<file path="src/rtl/serial_add_ctrl.sv">
// ---------------------------------------------------------------------------
// serial_add_ctrl
//
// Bit-serial unsigned adder. One 1-bit adder cell (two half adders plus a
// carry flop) is stepped over WIDTH cycles to produce a (WIDTH+1)-bit sum.
// Operands enter on a valid/ready handshake and the result leaves on a
// valid/ready handshake. Use this where area matters more than throughput.
//
// Ports
//   clk        rising-edge clock
//   rst        asynchronous reset, active low
//   in_valid   operands a/b are valid
//   in_ready   block can accept operands (high only in IDLE)
//   a, b       WIDTH-bit unsigned operands, sampled only on acceptance
//   out_valid  sum is valid (high only in DONE)
//   out_ready  consumer accepts sum
//   sum        a + b; sum[WIDTH] is the final carry
//   busy       high while an add is in progress or waiting to be taken
//
// Timing: accept at edge k, RUN covers cycles k+1..k+WIDTH, out_valid
// rises after edge k+WIDTH. Best case is one add every WIDTH+2 cycles.
// ---------------------------------------------------------------------------

// Plain half adder. Two of these make the full-adder cell.
module half_adder (
    input  logic x,
    input  logic y,
    output logic s,
    output logic c
);
    assign s = x ^ y;
    assign c = x & y;
endmodule

module serial_add_ctrl #(
    parameter int WIDTH = 8
) (
    input  logic             clk,
    input  logic             rst,
    input  logic             in_valid,
    output logic             in_ready,
    input  logic [WIDTH-1:0] a,
    input  logic [WIDTH-1:0] b,
    output logic             out_valid,
    input  logic             out_ready,
    output logic [WIDTH:0]   sum,
    output logic             busy
);

    // One extra bit over $clog2 keeps the counter wide enough even for
    // WIDTH=1, where $clog2 returns 0.
    localparam int CW = $clog2(WIDTH) + 1;

    typedef enum logic [1:0] {
        IDLE = 2'd0,
        RUN  = 2'd1,
        DONE = 2'd2
    } state_t;

    state_t           state_reg;
    state_t           state_next;

    logic [WIDTH-1:0] a_sh_reg;
    logic [WIDTH-1:0] b_sh_reg;
    logic [WIDTH-1:0] res_reg;      // low WIDTH bits of the sum
    logic             carry_reg;    // running carry between bit steps
    logic             cout_reg;     // final carry, becomes sum[WIDTH]
    logic [CW-1:0]    bit_cnt_reg;

    logic             accept;
    logic             out_fire;
    logic             last_bit;

    logic             ha0_s;
    logic             ha0_c;
    logic             cell_s;
    logic             ha1_c;
    logic             cell_c;
    logic [WIDTH-1:0] res_shift;

    // -----------------------------------------------------------------------
    // Adder cell: ha0 adds the two operand bits, ha1 folds in the carry.
    // The two half-adder carries can never both be 1, so OR gives the
    // majority function.
    // -----------------------------------------------------------------------
    half_adder u_ha0 (
        .x (a_sh_reg[0]),
        .y (b_sh_reg[0]),
        .s (ha0_s),
        .c (ha0_c)
    );

    half_adder u_ha1 (
        .x (ha0_s),
        .y (carry_reg),
        .s (cell_s),
        .c (ha1_c)
    );

    assign cell_c = ha0_c | ha1_c;

    // Result register fills from the MSB side; after WIDTH steps bit 0 of
    // the operands has landed in res_reg[0].
    generate
        if (WIDTH == 1) begin : g_res_w1
            assign res_shift = cell_s;
        end else begin : g_res_wn
            assign res_shift = {cell_s, res_reg[WIDTH-1:1]};
        end
    endgenerate

    // -----------------------------------------------------------------------
    // Handshake decode. All outputs come from registered state only, so
    // neither in_valid nor out_ready reaches an output combinationally.
    // -----------------------------------------------------------------------
    assign in_ready  = (state_reg == IDLE);
    assign out_valid = (state_reg == DONE);
    assign busy      = (state_reg != IDLE);
    assign sum       = {cout_reg, res_reg};

    assign accept    = in_valid && in_ready;
    assign out_fire  = out_valid && out_ready;
    assign last_bit  = (bit_cnt_reg == CW'(WIDTH - 1));

    // -----------------------------------------------------------------------
    // FSM state register
    // -----------------------------------------------------------------------
    always_ff @(posedge clk or negedge rst) begin
        if (!rst) begin
            state_reg <= IDLE;
        end else begin
            state_reg <= state_next;
        end
    end

    // -----------------------------------------------------------------------
    // FSM next-state logic
    // -----------------------------------------------------------------------
    always_comb begin
        state_next = state_reg;
        case (state_reg)
            IDLE: begin
                if (accept) begin
                    state_next = RUN;
                end
            end
            RUN: begin
                if (last_bit) begin
                    state_next = DONE;
                end
            end
            DONE: begin
                if (out_fire) begin
                    state_next = IDLE;
                end
            end
            default: begin
                state_next = IDLE;
            end
        endcase
    end

    // -----------------------------------------------------------------------
    // Datapath. Operands are captured only on acceptance; anything on a/b
    // afterwards is ignored. The result registers are cleared on acceptance
    // so nothing from a previous (or aborted) add can leak into sum.
    // -----------------------------------------------------------------------
    always_ff @(posedge clk or negedge rst) begin
        if (!rst) begin
            a_sh_reg    <= '0;
            b_sh_reg    <= '0;
            res_reg     <= '0;
            carry_reg   <= 1'b0;
            cout_reg    <= 1'b0;
            bit_cnt_reg <= '0;
        end else begin
            case (state_reg)
                IDLE: begin
                    if (accept) begin
                        a_sh_reg    <= a;
                        b_sh_reg    <= b;
                        res_reg     <= '0;
                        carry_reg   <= 1'b0;
                        cout_reg    <= 1'b0;
                        bit_cnt_reg <= '0;
                    end
                end
                RUN: begin
                    res_reg     <= res_shift;
                    carry_reg   <= cell_c;
                    a_sh_reg    <= a_sh_reg >> 1;
                    b_sh_reg    <= b_sh_reg >> 1;
                    bit_cnt_reg <= bit_cnt_reg + CW'(1);
                    if (last_bit) begin
                        cout_reg <= cell_c;
                    end
                end
                default: begin
                    // DONE: hold everything so sum stays stable under
                    // back-pressure.
                end
            endcase
        end
    end

endmodule
</file>
<file path="config.mk">
export PLATFORM = sky130hd
export DESIGN_NAME = serial_add_ctrl
export DESIGN_NICKNAME = d
export VERILOG_FILES = /design/src/rtl/serial_add_ctrl.sv
export SDC_FILE = /design/constraint.sdc
export NUM_CORES = 1
export LEC_CHECK = 0
export BUFFER_PORTS_ARGS = -buffer_cell sky130_fd_sc_hd__buf_2
export CORE_ASPECT_RATIO = 0.6
export CORE_MARGIN = 4
export CORE_UTILIZATION = 50
export CTS_BUF_LIST = sky130_fd_sc_hd__clkbuf_4 sky130_fd_sc_hd__clkbuf_8
export DETAILED_ROUTE_END_ITERATION = 8
export PLACE_DENSITY_LB_ADDON = 0.08
export SLEW_MARGIN = 15
export SYNTH_ARGS = -nofsm -noshare
export SYNTH_HDL_FRONTEND = slang
export SYNTH_SLANG_ARGS = --single-unit
</file>
<file path="constraint.sdc">
create_clock -name clk -period 1.4 [get_ports clk]
set_input_delay 0.07 -clock clk [delete_from_list [all_inputs] [get_ports clk]]
set_output_delay 0.07 -clock clk [all_outputs]
set_load 0.05 [all_outputs]
</file>
# [Yosys cells after proc, flatten, opt, wreduce, memory -nomap -nowiden]
# Cells that the tools add are included.
[word_totals] ff_bits=32 wordCells=43
[classes] n_addsub=1 eq_ne=6 muxes=16 bitwise=5 reduce_logical=8
[op_table] op="$pmux 8 s2" count=3
[op_table] op="$mux 8" count=3
[op_table] op="$pmux 4 s2" count=1
[op_table] op="$mux 2" count=3
[op_table] op="$pmux 2 s3" count=1
[op_table] op="$reduce_and 3->1" count=2
[op_table] op="$add 4x1->4 const B" count=1
[op_table] op="$eq 4x3->1 const B" count=1
[op_table] op="$mux 4" count=1
[op_table] op="$ne 2x1->1 const B" count=2
[op_table] op="$pmux 1 s2" count=2
[op_table] op="$reduce_bool 2->1" count=2
[op_table] op="$and 1x1->1" count=2
[op_table] op="$eq 2x1->1 const B" count=1
[op_table] op="$eq 2x2->1 const B" count=1
[op_table] op="$logic_and 1x1->1" count=2
[op_table] op="$logic_not 2->1" count=1
[op_table] op="$mux 1" count=2
[op_table] op="$ne 2x2->1 const B" count=1
[op_table] op="$reduce_and 2->1" count=1
[op_table] op="$xor 1x1->1" count=2
[op_table] op="$or 1x1->1" count=1

# [Longest topological paths before layout]
[depth] depth_word=5 ltp_mapped=5 mapped_depth_nobuf=4

# [By module]
# Synthesis repeated with hierarchy kept, for this count alone.
[unflattened] hier_cells=131 hier_area_um2=1482.7
[by_module_without_submodules] mod="serial_add_ctrl" instances=1 cells_each=129 area_per_inst_um2=1457.6 seq_area_each_um2=800.8
[by_module_without_submodules] mod="half_adder" instances=2 cells_each=1 area_per_inst_um2=12.5 seq_area_each_um2=0.0

# [Worst setup path after synthesis]
# Ideal clock, no wire load.
[synth_path] path_kind="register -> output" start="reg state_reg[1]" end="out busy" arrival_time_ns=1.717 required_time_ns=1.330 path_slack_ns=-0.387 path_stages_with_launch=4 path_buffers=1 cell_sequence="dfrtp_1 > buf_4 > nor2_1 > inv_1"
[synth_via] elab_chain_len=1
[synth_lines] element="start: declaration" line_no="60" text="state_t state_reg;"
[synth_lines] element="start signal: assignment" line_no="132" text="state_reg <= state_next;"
[synth_lines] element="$reduce_bool 2->1" line_no="118" text="assign busy = (state_reg != IDLE);"
[synth_lines] element="end: declaration" line_no="47" text="output logic busy"
# No other way between the ends.

# [Worst setup path in the final report]
[layout_path] start="reg state_reg[0]" end="out in_ready"
[layout_via] elab_chain_len=1
[layout_lines] element="$logic_not 2->1" line_no="116" text="assign in_ready = (state_reg == IDLE);"
[layout_lines] element="end: declaration" line_no="41" text="output logic in_ready,"
# No other way between the ends.

==> metrics.txt <==
# TYPE chip_impl_metric gauge
chip_impl_metric{name="fraction_of_final_layout_cells_with_drive_strength_greater_than_1",unit="%"} 31.1
chip_impl_metric{name="max-slew-margin-rel",unit="%"} 54.0
chip_impl_metric{name="wire_per_inst",unit="um"} 15.0
chip_impl_info{name="cts_root_buffer",value="clkbuf_8"} 1
chip_impl_metric{name="dp.cells",unit=""} 187
chip_impl_metric{name="clkSinkCount",unit=""} 32
chip_impl_metric{name="synth_area_per_cell",unit="um^2"} 11.0
chip_impl_metric{name="netlist_area",unit="um^2"} 1430
chip_impl_metric{name="report.final.slew_viol_count",unit=""} 0
chip_impl_metric{name="iteration_count_of_the_initial_detailed_routing_pass",unit=""} 4
chip_impl_metric{name="yosysUniqueCellTypes",unit=""} 27
chip_impl_metric{name="place.detailed.hpwl",unit="mm"} 2.05
chip_impl_metric{name="num_ports",unit=""} 32
chip_impl_metric{name="post-route-period-util",unit="%"} 94.3
chip_impl_metric{name="global_route_track_usage_on_met2",unit="%"} 23.8
chip_impl_metric{name="port_buffers",unit=""} 31
chip_impl_metric{name="cts.reportedPaths.clkPinSlew",unit="ns"} 0.07
chip_impl_info{name="crit_path_end_kind",value="output port"} 1
chip_impl_info{name="yosys-top-cells-area",value="dfrtp_1 56%, a22o_1 6.8%, a22oi_1 6.3%, nand2_1 5.0%, o21ai_1 3.9%"} 1
chip_impl_metric{name="antenna_cells_inserted",unit=""} 0
chip_impl_metric{name="groute.layer.met3.usage",unit="%"} 5.72
chip_impl_metric{name="area_of_the_die",unit="um^2"} 3800
chip_impl_metric{name="fmax",unit="MHz"} 758
chip_impl_metric{name="cts_inserted_buffers",unit=""} 5
chip_impl_metric{name="worst_skew_pair.late_latency",unit="ns"} 0.28
chip_impl_info{name="rsz_0062_raised_after_global_routing",value="no"} 1
chip_impl_metric{name="least_margin_pin_slew",unit="ns"} 0.690
chip_impl_metric{name="ys.warnings.count",unit=""} 0
chip_impl_metric{name="layout.cells.non_filler",unit=""} 196
chip_impl_metric{name="area_overhead_of_the_layout_relative_to_synthesis",unit="%"} 22.5
chip_impl_metric{name="die_y",unit="um"} 49.4
chip_impl_metric{name="placed_area",unit="um^2"} 1610
chip_impl_metric{name="row_count",unit=""} 14
chip_impl_metric{name="grt-ovfl-total",unit=""} 0
chip_impl_info{name="grt-busiest-layer",value="met1"} 1
chip_impl_info{name="synth_top_area_cell",value="dfrtp_1"} 1
chip_impl_info{name="worst-setup-path-type",value="reg2out"} 1
chip_impl_metric{name="postRouteAntennaNets",unit=""} 0
chip_impl_metric{name="die_width",unit="um"} 76.9
chip_impl_info{name="setup.worst_path.start_class",value="register"} 1
chip_impl_metric{name="mappedNetlistNets",unit=""} 151
chip_impl_metric{name="finalSetupViolations",unit=""} 0
chip_impl_metric{name="worst_clock_skew",unit="ns"} 0.00355
chip_impl_metric{name="drc",unit=""} 0
chip_impl_metric{name="placeableCoreArea",unit="um^2"} 2610
chip_impl_metric{name="cp.arrival",unit="ns"} 1.25
chip_impl_metric{name="grt_pass1_wl",unit="mm"} 5.01
chip_impl_metric{name="worst_ir_drop_vdd",unit="mV"} 1.11
chip_impl_metric{name="first_global_vias",unit=""} 1058
chip_impl_metric{name="post-synth-top-area-fraction",unit="%"} 56.2
chip_impl_metric{name="synth_seq_cells",unit=""} 32
chip_impl_metric{name="pwr_density_cell",unit="nW/um^2"} 2290
chip_impl_metric{name="initial_utilization",unit="%"} 54.6
chip_impl_metric{name="final-hold-violation-count",unit=""} 0
chip_impl_metric{name="cts.htree.levels",unit=""} 2
chip_impl_metric{name="critical_path.max_fanout",unit=""} 12
chip_impl_metric{name="grt_max_degree",unit=""} 33
chip_impl_metric{name="drt_iter0_drc",unit=""} 75
chip_impl_metric{name="route.final.wire_length",unit="mm"} 2.94
chip_impl_info{name="cts_tree",value="done"} 1
chip_impl_metric{name="via_per_inst",unit=""} 5.54
chip_impl_metric{name="grt_util_met1",unit="%"} 23.9
chip_impl_metric{name="power.leakage",unit="nW"} 0.844
chip_impl_metric{name="cts_buffer_depth",unit=""} 2
chip_impl_metric{name="synth-seq-area-share",unit="%"} 56.2
chip_impl_metric{name="gr-usage-all-layers",unit="%"} 17.1
chip_impl_metric{name="antenna_found_initial",unit=""} 0
chip_impl_metric{name="period_needed",unit="ns"} 1.32
chip_impl_metric{name="maxCapViolations",unit=""} 0
chip_impl_metric{name="worstPathRequired",unit="ns"} 1.33
chip_impl_info{name="run_status",value="completed"} 1
chip_impl_metric{name="replace_congestion",unit=""} 0.752
chip_impl_metric{name="final_net_count",unit=""} 185
chip_impl_info{name="min-delay-path-class",value="in2reg"} 1
chip_impl_metric{name="postLayoutCellArea",unit="um^2"} 1750
chip_impl_metric{name="detailroute.via_count",unit=""} 1086
chip_impl_metric{name="post_synth_inst_count",unit=""} 129
## path summary, 6_finish.rpt
| check | from | end | slack [ns] | cells after the start |
|---|---|---|---|---|
| max | state_reg[0] | in_ready | 0.08 | 3 |
| min | b[7] | b_sh_reg[7] | 0.04 | 2 |
| max reg2reg | state_reg[0] | a_sh_reg[3] | 0.12 | 4 |
| min reg2reg | b_sh_reg[6] | b_sh_reg[6] | 0.49 | 2 |
| max in group asynchronous | rst | a_sh_reg[1] | 0.59 | 2 |
| min in group asynchronous | rst | cout_reg | 0.37 | 2 |
## power breakdown
group	total [mW]	switching [mW]	internal (mW)
Clock	0.881	0.354	0.526
Combinational	1.60	0.991	0.606
Sequential	1.52	0.250	1.27
## cells in the mapped netlist
| cell | instances |
|---|---|
| dfrtp_1 | 32 |
| nand2_1 | 19 |
| a22oi_1 | 12 |
| a22o_1 | 11 |
| o21ai_1 | 11 |
| buf_2 | 6 |
| o21ai_0 | 5 |
| a21oi_1 | 4 |
| buf_4 | 4 |
| and3b_1 | 3 |
| inv_1 | 3 |
| mux2_2 | 2 |
| nand3_1 | 2 |
| nor2_1 | 2 |
| a211oi_1 | 1 |
| a2bb2oi_1 | 1 |
| a32o_1 | 1 |
| and2b_1 | 1 |
| buf_6 | 1 |
| fa_1 | 1 |
| ha_1 | 1 |
| nand2b_1 | 1 |
| nand4_1 | 1 |
| nor2b_1 | 1 |
| nor2b_4 | 1 |
| o211ai_1 | 1 |
| o21bai_2 | 1 |
## cell type report
| cell class | count | area, um^2 |
|---|---|---|
| timing repair buffer | 38 | 230 |
| inverter | 3 | 11.3 |
| tap | 32 | 40.0 |
| clock buffer | 5 | 68.8 |
| fill | 215 | 865 |
| sequential | 32 | 801 |
| multi-input combinational | 83 | 552 |
| clock inverter | 3 | 42.5 |
## per-stage QoR
stage | hold slack (ns) | setup TNS [ns] | power, mW | setup slack (ns) | util (%)
2_1_floorplan | -0.226 | -0.0557 | 2.74 | -0.0557 | -
3_3_place_gp | 0.142 | 0 | 3.06 | 0.182 | 61.7
3_5_place_dp | 0.160 | 0 | 3.13 | 0.107 | 61.7
4_1_cts | 0.0356 | 0 | 4.02 | 0.0150 | 66.4
5_1_grt | 0.0409 | 0 | 4.27 | 0.00428 | 66.9
6_report | 0.0422 | 0 | 4.00 | 0.0800 | 66.9
## timing repair
item	4_1_cts	5_1_grt
gates resized for setup	0	5
hold endpoints to repair	32	0
hold buffers	1	0
endpoints found under the setup margin	0	3
buffers inserted	0	0
## per-layer routing
metal / wire [um] / vias to the layer above
li1: - / 532
met1: 1510 / 517
met2: 1230 / 31
met3: 166 / 6
met4: 39 / 0
met5: 0 / -
## worst max-delay path, stage by stage (launching register included)
cell and delay, ns:
dfrtp_1 0.42, buf_4 0.21, nor2_4 0.10, clkbuf_4 0.23
## cells in the final DEF (no fill, tap or decap), types with 3 or more instances in the layout
| master | n |
|---|---|
| dfrtp_1 | 32 |
| buf_2 | 28 |
| nand2_1 | 19 |
| a22oi_1 | 12 |
| o21ai_1 | 11 |
| a22o_1 | 11 |
| buf_4 | 6 |
| o21ai_0 | 5 |
| clkbuf_8 | 5 |
| a21oi_1 | 4 |
| inv_1 | 3 |
| and3b_1 | 3 |
## cell families after synthesis
kind of cell             Yosys count  share of synthesized area [%]
adder cells (fa/ha/maj)            2                           2.28
AND/OR/NAND/NOR                   31                           10.9
buffers and inverters             14                           5.79
multiplexers                       2                           1.58
AO/OA/AOI/OAI                     48                           23.3
flip-flops                        32                           56.2
Note: power is estimated with default switching activity, not from simulation.
